File: src/rtl/jtag_dap_seq.sv
// ----------------------------------------------------------------------------
// jtag_dap_seq
//
// Turns one upstream ADIv5 DP/AP register access into the chain of JTAG
// pin-interface commands needed to carry it out:
//   - an IR scan (DPACC/APACC), skipped when the cached IR already matches,
//   - the DR transfer itself,
//   - for reads, an extra RDBUFF transfer to collect the posted result,
//   - optional WAIT retries of each transfer.
// A TAP reset request is also supported; it invalidates the IR cache.
//
// Build option:
//   JTAG_SEQ_RETRY_EN  defined   : a WAIT ack is retried up to MAX_RETRIES
//                                  times per transfer before being reported.
//                      undefined : the first WAIT is reported immediately.
//
// Ports:
//   clk, rst         clock, synchronous active-low reset
//   req, req_reset   start an access / a TAP reset (req_reset has priority)
//   apndp, rnw       AP(1)/DP(0) select, read(1)/write(0)
//   addr32, dwrite   register address bits [3:2], write data
//   busy, done       sequence in progress, one-cycle completion pulse
//   ack, dread       final JTAG ack, read data (updated by a good RDBUFF)
//   j_cmd .. j_go    command fields and launch strobe to the pin interface
//   j_idle, j_ack,   pin interface idle flag, ack and read data
//   j_dread
// ----------------------------------------------------------------------------
module jtag_dap_seq #(
   parameter int unsigned MAX_RETRIES = 15,
   parameter logic [3:0]  IR_DPACC    = 4'hA,
   parameter logic [3:0]  IR_APACC    = 4'hB
) (
   input  logic        clk,
   input  logic        rst,
   input  logic        req,
   input  logic        req_reset,
   input  logic        apndp,
   input  logic        rnw,
   input  logic [1:0]  addr32,
   input  logic [31:0] dwrite,
   output logic        busy,
   output logic        done,
   output logic [2:0]  ack,
   output logic [31:0] dread,
   output logic [1:0]  j_cmd,
   output logic [3:0]  j_ir,
   output logic [1:0]  j_addr32,
   output logic        j_rnw,
   output logic        j_apndp,
   output logic [31:0] j_dwrite,
   output logic        j_go,
   input  logic        j_idle,
   input  logic [2:0]  j_ack,
   input  logic [31:0] j_dread
);

   localparam logic [2:0] ACK_OK   = 3'b010;
   localparam logic [2:0] ACK_WAIT = 3'b001;
   localparam logic [1:0] CMD_IR   = 2'd0;
   localparam logic [1:0] CMD_TFR  = 2'd1;
   localparam logic [1:0] CMD_RST  = 2'd3;

   // Each command state X launches; X_W waits for the pin interface to finish.
   typedef enum logic [3:0] {
      S_IDLE  = 4'd0,
      S_RST   = 4'd1,
      S_RST_W = 4'd2,
      S_IR    = 4'd3,
      S_IR_W  = 4'd4,
      S_TFR   = 4'd5,
      S_TFR_W = 4'd6,
      S_RDB   = 4'd7,
      S_RDB_W = 4'd8,
      S_DONE  = 4'd9
   } state_t;

   state_t      state_q, state_d;
   logic        ir_valid_q, ir_valid_d;
   logic [3:0]  ir_cur_q, ir_cur_d;
   logic        rdb_q, rdb_d;          // IR scan belongs to the RDBUFF phase
   logic        apndp_q, apndp_d;
   logic        rnw_q, rnw_d;
   logic [1:0]  addr_q, addr_d;
   logic [31:0] dwrite_q, dwrite_d;
   logic [2:0]  ack_q, ack_d;
   logic [31:0] dread_q, dread_d;
   logic        busy_q, busy_d;
   logic        done_q, done_d;
   logic [1:0]  j_cmd_q, j_cmd_d;
   logic [3:0]  j_ir_q, j_ir_d;
   logic [1:0]  j_addr_q, j_addr_d;
   logic        j_rnw_q, j_rnw_d;
   logic        j_apndp_q, j_apndp_d;
   logic [31:0] j_dwrite_q, j_dwrite_d;
   logic        j_go_q, j_go_d;

   logic [3:0]  need_ir_s;
   logic        can_retry_s;

   assign need_ir_s = apndp ? IR_APACC : IR_DPACC;

`ifdef JTAG_SEQ_RETRY_EN
   localparam logic [3:0] RETRY_LIMIT = 4'(MAX_RETRIES);

   logic [3:0] retry_q, retry_d;
   logic       xfer_start_s;
   logic       xfer_retry_s;

   // A fresh transfer is entered from anywhere except its own launch/wait pair.
   assign xfer_start_s = ((state_d == S_TFR) && (state_q != S_TFR) && (state_q != S_TFR_W)) ||
                         ((state_d == S_RDB) && (state_q != S_RDB) && (state_q != S_RDB_W));
   assign xfer_retry_s = ((state_q == S_TFR_W) && (state_d == S_TFR)) ||
                         ((state_q == S_RDB_W) && (state_d == S_RDB));
   assign can_retry_s  = (j_ack == ACK_WAIT) && (retry_q < RETRY_LIMIT);

   // Retry counter next state: cleared per transfer, bumped per re-launch.
   always_comb begin
      retry_d = retry_q;
      if (xfer_start_s) begin
         retry_d = 4'd0;
      end else if (xfer_retry_s) begin
         retry_d = retry_q + 4'd1;
      end else begin
         retry_d = retry_q;
      end
   end

   // Retry counter register.
   always_ff @(posedge clk) begin
      if (!rst) begin
         retry_q <= 4'd0;
      end else begin
         retry_q <= retry_d;
      end
   end
`else
   assign can_retry_s = 1'b0;
`endif

   // Sequencer next-state and result bookkeeping.
   always_comb begin
      state_d    = state_q;
      ir_valid_d = ir_valid_q;
      ir_cur_d   = ir_cur_q;
      rdb_d      = rdb_q;
      apndp_d    = apndp_q;
      rnw_d      = rnw_q;
      addr_d     = addr_q;
      dwrite_d   = dwrite_q;
      ack_d      = ack_q;
      dread_d    = dread_q;
      case (state_q)
         S_IDLE: begin
            if (req_reset) begin
               state_d = S_RST;
            end else if (req) begin
               apndp_d  = apndp;
               rnw_d    = rnw;
               addr_d   = addr32;
               dwrite_d = dwrite;
               rdb_d    = 1'b0;
               if (ir_valid_q && (ir_cur_q == need_ir_s)) begin
                  state_d = S_TFR;
               end else begin
                  state_d = S_IR;
               end
            end else begin
               state_d = S_IDLE;
            end
         end
         S_RST:   state_d = j_idle ? S_RST : S_RST_W;
         S_IR:    state_d = j_idle ? S_IR  : S_IR_W;
         S_TFR:   state_d = j_idle ? S_TFR : S_TFR_W;
         S_RDB:   state_d = j_idle ? S_RDB : S_RDB_W;
         S_RST_W: begin
            if (j_idle) begin
               ir_valid_d = 1'b0;
               ack_d      = ACK_OK;
               state_d    = S_DONE;
            end else begin
               state_d = S_RST_W;
            end
         end
         S_IR_W: begin
            if (j_idle) begin
               // The value just scanned is the one held on j_ir.
               ir_cur_d   = j_ir_q;
               ir_valid_d = 1'b1;
               state_d    = rdb_q ? S_RDB : S_TFR;
            end else begin
               state_d = S_IR_W;
            end
         end
         S_TFR_W: begin
            if (!j_idle) begin
               state_d = S_TFR_W;
            end else if (can_retry_s) begin
               state_d = S_TFR;
            end else if ((j_ack != ACK_OK) || !rnw_q) begin
               ack_d   = j_ack;
               state_d = S_DONE;
            end else begin
               // Posted read: the data arrives via DP RDBUFF.
               rdb_d = 1'b1;
               if (ir_valid_q && (ir_cur_q == IR_DPACC)) begin
                  state_d = S_RDB;
               end else begin
                  state_d = S_IR;
               end
            end
         end
         S_RDB_W: begin
            if (!j_idle) begin
               state_d = S_RDB_W;
            end else if (can_retry_s) begin
               state_d = S_RDB;
            end else begin
               ack_d = j_ack;
               if (j_ack == ACK_OK) begin
                  dread_d = j_dread;
               end else begin
                  dread_d = dread_q;
               end
               state_d = S_DONE;
            end
         end
         S_DONE:  state_d = S_IDLE;
         default: state_d = S_IDLE;
      endcase
   end

   // Registered outputs derived from the state being entered.
   always_comb begin
      busy_d     = (state_d != S_IDLE) && (state_d != S_DONE);
      done_d     = (state_d == S_DONE);
      j_cmd_d    = j_cmd_q;
      j_ir_d     = j_ir_q;
      j_addr_d   = j_addr_q;
      j_rnw_d    = j_rnw_q;
      j_apndp_d  = j_apndp_q;
      j_dwrite_d = j_dwrite_q;
      j_go_d     = 1'b0;
      case (state_d)
         S_RST: begin
            j_cmd_d = CMD_RST;
            j_go_d  = 1'b1;
         end
         S_IR: begin
            j_cmd_d = CMD_IR;
            j_ir_d  = (rdb_d || !apndp_d) ? IR_DPACC : IR_APACC;
            j_go_d  = 1'b1;
         end
         S_TFR: begin
            j_cmd_d    = CMD_TFR;
            j_apndp_d  = apndp_d;
            j_addr_d   = addr_d;
            j_rnw_d    = rnw_d;
            j_dwrite_d = dwrite_d;
            j_go_d     = 1'b1;
         end
         S_RDB: begin
            j_cmd_d    = CMD_TFR;
            j_apndp_d  = 1'b0;
            j_addr_d   = 2'b11;
            j_rnw_d    = 1'b1;
            j_dwrite_d = dwrite_d;
            j_go_d     = 1'b1;
         end
         default: j_go_d = 1'b0;
      endcase
   end

   // State and output registers.
   always_ff @(posedge clk) begin
      if (!rst) begin
         state_q    <= S_IDLE;
         ir_valid_q <= 1'b0;
         ir_cur_q   <= 4'd0;
         rdb_q      <= 1'b0;
         apndp_q    <= 1'b0;
         rnw_q      <= 1'b0;
         addr_q     <= 2'd0;
         dwrite_q   <= 32'd0;
         ack_q      <= 3'd0;
         dread_q    <= 32'd0;
         busy_q     <= 1'b0;
         done_q     <= 1'b0;
         j_cmd_q    <= 2'd0;
         j_ir_q     <= 4'd0;
         j_addr_q   <= 2'd0;
         j_rnw_q    <= 1'b0;
         j_apndp_q  <= 1'b0;
         j_dwrite_q <= 32'd0;
         j_go_q     <= 1'b0;
      end else begin
         state_q    <= state_d;
         ir_valid_q <= ir_valid_d;
         ir_cur_q   <= ir_cur_d;
         rdb_q      <= rdb_d;
         apndp_q    <= apndp_d;
         rnw_q      <= rnw_d;
         addr_q     <= addr_d;
         dwrite_q   <= dwrite_d;
         ack_q      <= ack_d;
         dread_q    <= dread_d;
         busy_q     <= busy_d;
         done_q     <= done_d;
         j_cmd_q    <= j_cmd_d;
         j_ir_q     <= j_ir_d;
         j_addr_q   <= j_addr_d;
         j_rnw_q    <= j_rnw_d;
         j_apndp_q  <= j_apndp_d;
         j_dwrite_q <= j_dwrite_d;
         j_go_q     <= j_go_d;
      end
   end

   assign busy     = busy_q;
   assign done     = done_q;
   assign ack      = ack_q;
   assign dread    = dread_q;
   assign j_cmd    = j_cmd_q;
   assign j_ir     = j_ir_q;
   assign j_addr32 = j_addr_q;
   assign j_rnw    = j_rnw_q;
   assign j_apndp  = j_apndp_q;
   assign j_dwrite = j_dwrite_q;
   assign j_go     = j_go_q;

endmodule

File: config.mk
export PLATFORM = sky130hd
export DESIGN_NAME = jtag_dap_seq
export DESIGN_NICKNAME = d
export VERILOG_FILES = /design/src/rtl/jtag_dap_seq.sv
export SDC_FILE = /design/constraint.sdc
export NUM_CORES = 1
export LEC_CHECK = 0
export CAP_MARGIN = 20
export CORE_MARGIN = 2
export CORE_UTILIZATION = 48
export DETAILED_ROUTE_END_ITERATION = 10
export GPL_ROUTABILITY_DRIVEN = 0
export PLACE_DENSITY = 0.92
export SYNTH_ARGS = -nofsm -noshare
export SYNTH_HDL_FRONTEND = slang
export SYNTH_SLANG_ARGS = --single-unit
File: constraint.sdc
create_clock -name clk -period 4 [get_ports clk]
set_input_delay 0.4 -clock clk [delete_from_list [all_inputs] [get_ports clk]]
set_output_delay 0.4 -clock clk [all_outputs]
set_load 0.02 [all_outputs]
; ---- Word-level counts from Yosys, hierarchy flattened
; Cells that the tools add are included.
[classes]
eq_ne = 23
n_mux = 47
n_reduce_logical = 19
[ops]
columns = op, n
row1 = 2-to-1 mux 32 bit, 3
row2 = one-hot mux 4 bit (9 select lines), 1
row3 = equality test 4 x 3 -> 1 bit (second input constant), 6
row4 = 2-to-1 mux 4 bit, 6
row5 = 2-to-1 mux 3 bit, 7
row6 = 2-to-1 mux 1 bit, 16
row7 = 2-to-1 mux 2 bit, 7
row8 = equality test 4 x 2 -> 1 bit (second input constant), 3
row9 = equality test 4 bit (second input constant), 3
row10 = inequality test 2 bit (second input constant), 5
row11 = one-hot mux 3 bit (3 select lines), 1
row12 = equality test 4 x 1 -> 1 bit (second input constant), 2
row13 = one-hot mux 1 bit (2 select lines), 4
row14 = one-hot mux 2 bit (3 select lines), 1
row15 = AND reduction 3 bit, 2
row16 = nonzero test 3 bit, 2
row17 = AND reduction 5 bit, 1
row18 = equality test 4 bit, 1
row19 = logical NOT 4 bit, 1
row20 = inequality test 4 bit (second input constant), 1
row21 = one-hot mux 2 bit (2 select lines), 1
row22 = nonzero test 2 bit, 2
row23 = nonzero test 4 bit, 1
row24 = OR reduction 4 bit, 1
row25 = 7 further kinds, 11
[word_totals]
register_bits = 126
inputBits = 76
out_inout_bits = 80
word_cells = 108

; ---- Longest topological paths before layout
[logic_depth]
depth_word = 10
ltp_mapped = 8
mapped_depth_nobuf = 5

; ---- Worst setup path before layout
; OpenSTA, ideal clock, no wires.
[synth_timing]
path_type = input to register
from = input port j_idle
to = register j_dwrite_q[15], in the netlist j_dwrite[15]
setup_ns = 0.117
arrival_ns = 1.797
required_time_ns = 3.883
path_slack_ns = 2.086
path_stages = 8
n_path_buf = 3
path_cell_list = buf_2 > and2_1 > a221oi_2 > o221ai_2 > and2_4 > buf_12 > buf_8 > o22a_1
[synth_between]
elab_chain_len = 4
word_cells_on_any_way = 12
cone_classes = 2 x eq/ne / 9 x mux / 1 x reduce/logical
[synth_rtl]
columns = element, line
row1 = "start, declared", 52  ; input logic j_idle,
row2 = 2-to-1 mux 1 bit (tied with other cells), 213  ; if (!j_idle) begin
row3 = one-hot mux 4 bit (9 select lines) *, 152  ; case (state_q)
row4 = equality test 4 x 3 -> 1 bit, 243  ; case (state_d)
row5 = OR reduction 2 bit (no source line) *, -
row6 = "end signal, assigned", 313  ; j_dwrite_q <= j_dwrite_d;
row7 = "end, declared", 94  ; logic [31:0] j_dwrite_q, j_dwrite_d;
; Every way passes the cells marked *; elsewhere a longest branch is shown, timed or not.
; A chain may end at the register's enable or synchronous reset.

; ---- Final worst setup path
[layout_timing]
from = register state_q[0]
to = register j_dwrite_q[7], in the netlist j_dwrite[7]
[layout_between]
elab_chain_len = 4
word_cells_on_any_way = 14
cone_classes = 10 x eq/ne / 2 x mux / 2 x reduce/logical
[layout_rtl]
columns = element, line
row1 = "start, declared", 77  ; state_t state_q, state_d;
row2 = "start signal, assigned", 296  ; state_q <= state_d;
row3 = equality test 4 bit (tied with other cells), 152
row4 = one-hot mux 4 bit (9 select lines), 152
row5 = equality test 4 x 3 -> 1 bit, 243
row6 = OR reduction 2 bit (no source line), -
; Several ways; a longest one is shown, not always the timed one.

==> impl_metrics.env <==
export IMPL_status="finished, final reports clean"
export IMPL_crit_arrival_ps=2960
export IMPL_cts_sinks=122
export IMPL_drv_slew=0
export IMPL_grt_start_max_net_pins=37
export IMPL_antenna_found_initial=0
export IMPL_root_buffer="clkbuf_8"
export IMPL_die_area_mm2=0.01015
export IMPL_viasPerCell=5.353
export IMPL_nFillCells=660
export IMPL_regArea_mm2=0.002442
export IMPL_critPathMaxStageDelay_ps=640
export IMPL_fin_setup_tns_ps=0
export IMPL_pin_count=156
export IMPL_synth_edf_count=0
export IMPL_antenna_cells=0
export IMPL_initial_utilization_pct=49.09
export IMPL_crit_type="reg -> reg"
export IMPL_cts_repair_resized=0
export IMPL_dp_final_hpwl_mm=8.134
export IMPL_htree_levels=4
export IMPL_cp_data_required_time_ps=4440
export IMPL_crit_chain="or4_4 -> nor2_2 -> buf_4 -> nand2_1 -> a21oi_1 -> o22a_1"
export IMPL_wl_mm=11.82
export IMPL_synthCells=491
export IMPL_placementRows=35
export IMPL_dieWidth_um=100.8
export IMPL_instances_no_fill=759
export IMPL_p_leak_nw=2.538
export IMPL_multi_input_area_mm2=0.001822
export IMPL_rsz0062_at_grt="false"
export IMPL_place_ws_ps=1308
export IMPL_ctsHoldBuffers=0
export IMPL_synth_distinct_cells=54
export IMPL_ir_worst_vdd_mv=0.3455
export IMPL_final_util_pct=72.04
export IMPL_post_route_period_util_pct=62.98
export IMPL_place_inst=726
export IMPL_clock_latency_ps=510
export IMPL_cp_num_buf_inv=1
export IMPL_total_power_w=0.003216
export IMPL_numCtsBuffers=17
export IMPL_grtUsageTotal_pct=23.38
export IMPL_setup_slack_ps=1481
export IMPL_power_density_mw_per_mm2=487.7
export IMPL_die_y_um=100.8
export IMPL_overflow=0
export IMPL_hold_violations=0
export IMPL_min_from="j_dread[10]"
export IMPL_io_buffers=154
export IMPL_post_drt_wl_per_cell_um=15.57
export IMPL_synth_area_mm2=0.004493
export IMPL_startpoint="state_q[0]"
export IMPL_synth_nets=567
export IMPL_min_path_type="in -> reg"
export IMPL_synth_seq_area_share_pct=54.36
export IMPL_post_route_min_period_ps=2519
export IMPL_finClkSkew_ps=9.410
export IMPL_critical_path_max_fanout=21
export IMPL_drtPass1Iterations=6
export IMPL_grt_pass1_vias=4026
export IMPL_post_cts_setup_buffer_count=0
export IMPL_ys_warn_count=0
export IMPL_relSlewSlack_pct=56.57
export IMPL_nets=711
export IMPL_setup_viol=0
export IMPL_cp_top_family="simple AND/OR/NAND/NOR gates"
export IMPL_cp_end_kind="register"
export IMPL_cts_tree="yes"
export IMPL_cpMaxStageDelayCell="or4_4"
export IMPL_drive_gt1_share_pct=8.488
export IMPL_syn_to_final_growth_pct=46.76
export IMPL_drc=0
export IMPL_worst_slew_pin_slew_ps=650.8
export IMPL_vias=4063
export IMPL_ant_nets=0
export IMPL_synth_main_ff_cell="dfxtp_1"
export IMPL_reg2reg_depth=6
export IMPL_synth_avg_cell_area_um2=9.151
export IMPL_clk_path_buf_depth=2
export IMPL_hold_path_depth=3
export IMPL_core_area_mm2=0.009153
export IMPL_synthArstFlopShare_pct=0
export IMPL_drt_initial_drc_count=310
export IMPL_crit_path_start_kind="register"
export IMPL_cp_depth=6
export IMPL_timing_rr_start="state_q[0]"
export IMPL_clkTransAtPathRegs_ps=70
export IMPL_clock_fmax_mhz=397.0
export IMPL_max_cap_viol_count=0
export IMPL_ys_seq_elements=122
export IMPL_grt_pass1_wl_mm=18.69
-- cell usage in the layout, fill, tap and decap left out, drive strengths merged, types with 2 or more instances in the layout --
cell | synthesis | final
o221a | 3 | 3
buf | 19 | 7
inv | 2 | 14
dfxtp | 122 | 122
a221oi | 2 | 2
clkbuf | 17 | 17
nand3 | 6 | 6
xnor2 | 2 | 2
o22a | 33 | 33
a32oi | 2 | 2
nand2b | 5 | 5
a21oi | 75 | 75
and4bb | 2 | 2
mux2i | 3 | 3
nor2 | 14 | 14
clkinv | 1 | 2
nor3b | 3 | 3
a22oi | 2 | 2
o21a | 2 | 2
clkinvlp | 0 | 2
o21ai | 5 | 5
nand3b | 2 | 2
clkdlybuf4s50 | 0 | 154
nor2b | 2 | 2
o31ai | 3 | 3
and2 | 5 | 5
nand2 | 142 | 142
-- logic make-up (layout without fill, tap and decap cells) --
| family | after synthesis | in the layout | share of synthesized area, % |
|---|---|---|---|
| compound gates | 134 | 134 | 20.30 |
| xor+xnor | 2 | 2 | 0.3899 |
| buf+inv | 39 | 196 | 5.096 |
| flops | 122 | 122 | 54.36 |
| mux | 3 | 3 | 0.6684 |
| other cells | 1 | 1 | 0.08346 |
| simple gates | 190 | 190 | 19.10 |
-- layout make-up --
type | count | area share (%)
multi-input cells | 330 | 27.63
flip-flops and latches | 122 | 37.04
clock inverters | 15 | 2.296
inverters | 3 | 0.1708
repair buffers | 161 | 24.48
clock buffers | 17 | 6.281
well taps | 111 | 2.106
-- synthesized netlist by cell type (3+ instances only) --
library cell	count	area (um2)
buf_8	3	45.04
buf_4	3	22.52
nand2b_1	5	31.28
o21ai_0	3	15.01
a21oi_1	74	370.4
buf_2	11	55.05
dfxtp_1	122	2442
and2_1	4	25.02
nor2_1	13	48.80
o22a_1	33	289.0
nand3_1	5	25.02
mux2i_1	3	30.03
clkbuf_1	17	63.81
nand2_1	142	533.0
o221a_1	3	33.78
-- report_power, final --
| part | internal (W) | switching, W | total, W |
|---|---|---|---|
| clock network | 0.000801 | 0.000631 | 0.00143 |
| logic | 0.000226 | 0.000226 | 0.000452 |
| registers | 0.00128 | 0.0000490 | 0.00133 |
-- layer usage --
| metal | part of all wire, % | vias up | routed length (um) | track usage (%) |
|---|---|---|---|---|
| met5 | 0 | - | 0 | 0 |
| met4 | 2.2 | 0 | 256 | 9.273 |
| met3 | 10 | 23 | 1177 | 9.223 |
| met2 | 46 | 194 | 5484 | 37.59 |
| met1 | 41 | 1870 | 4897 | 28.04 |
| li1 | - | 1976 | - | - |
-- flip-flops by register name, indices dropped and copies added, names as in the netlist, 2 cells and up --
signal / flops
dread: 32
dwrite_q: 32
j_dwrite: 32
state_q: 4
ack: 3
addr_q: 2
ir_cur_q: 2
j_addr32: 2
j_cmd: 2
j_ir: 2
-- worst paths after layout --
kind | slack, ps | to
setup / recovery | 1480 | j_dwrite[7]
hold / removal | 440 | dread[10]
setup reg to reg | 1480 | j_dwrite[7]
hold reg to reg | 460 | dread[31]
-- tightest hold or removal path: stages --
cell and delay, ps:
clkdlybuf4s50_1 390, nand2_1 60, a21oi_1 50
-- per-stage QoR --
step	hold slack, ps	instance area (um2)
floorplan	440.3	4493
global placement	433.9	6001
detailed placement	448.4	6001
CTS	422.7	6566
global route	435.1	6594
finish	440.5	6594
(Power assumes the default switching activity.)
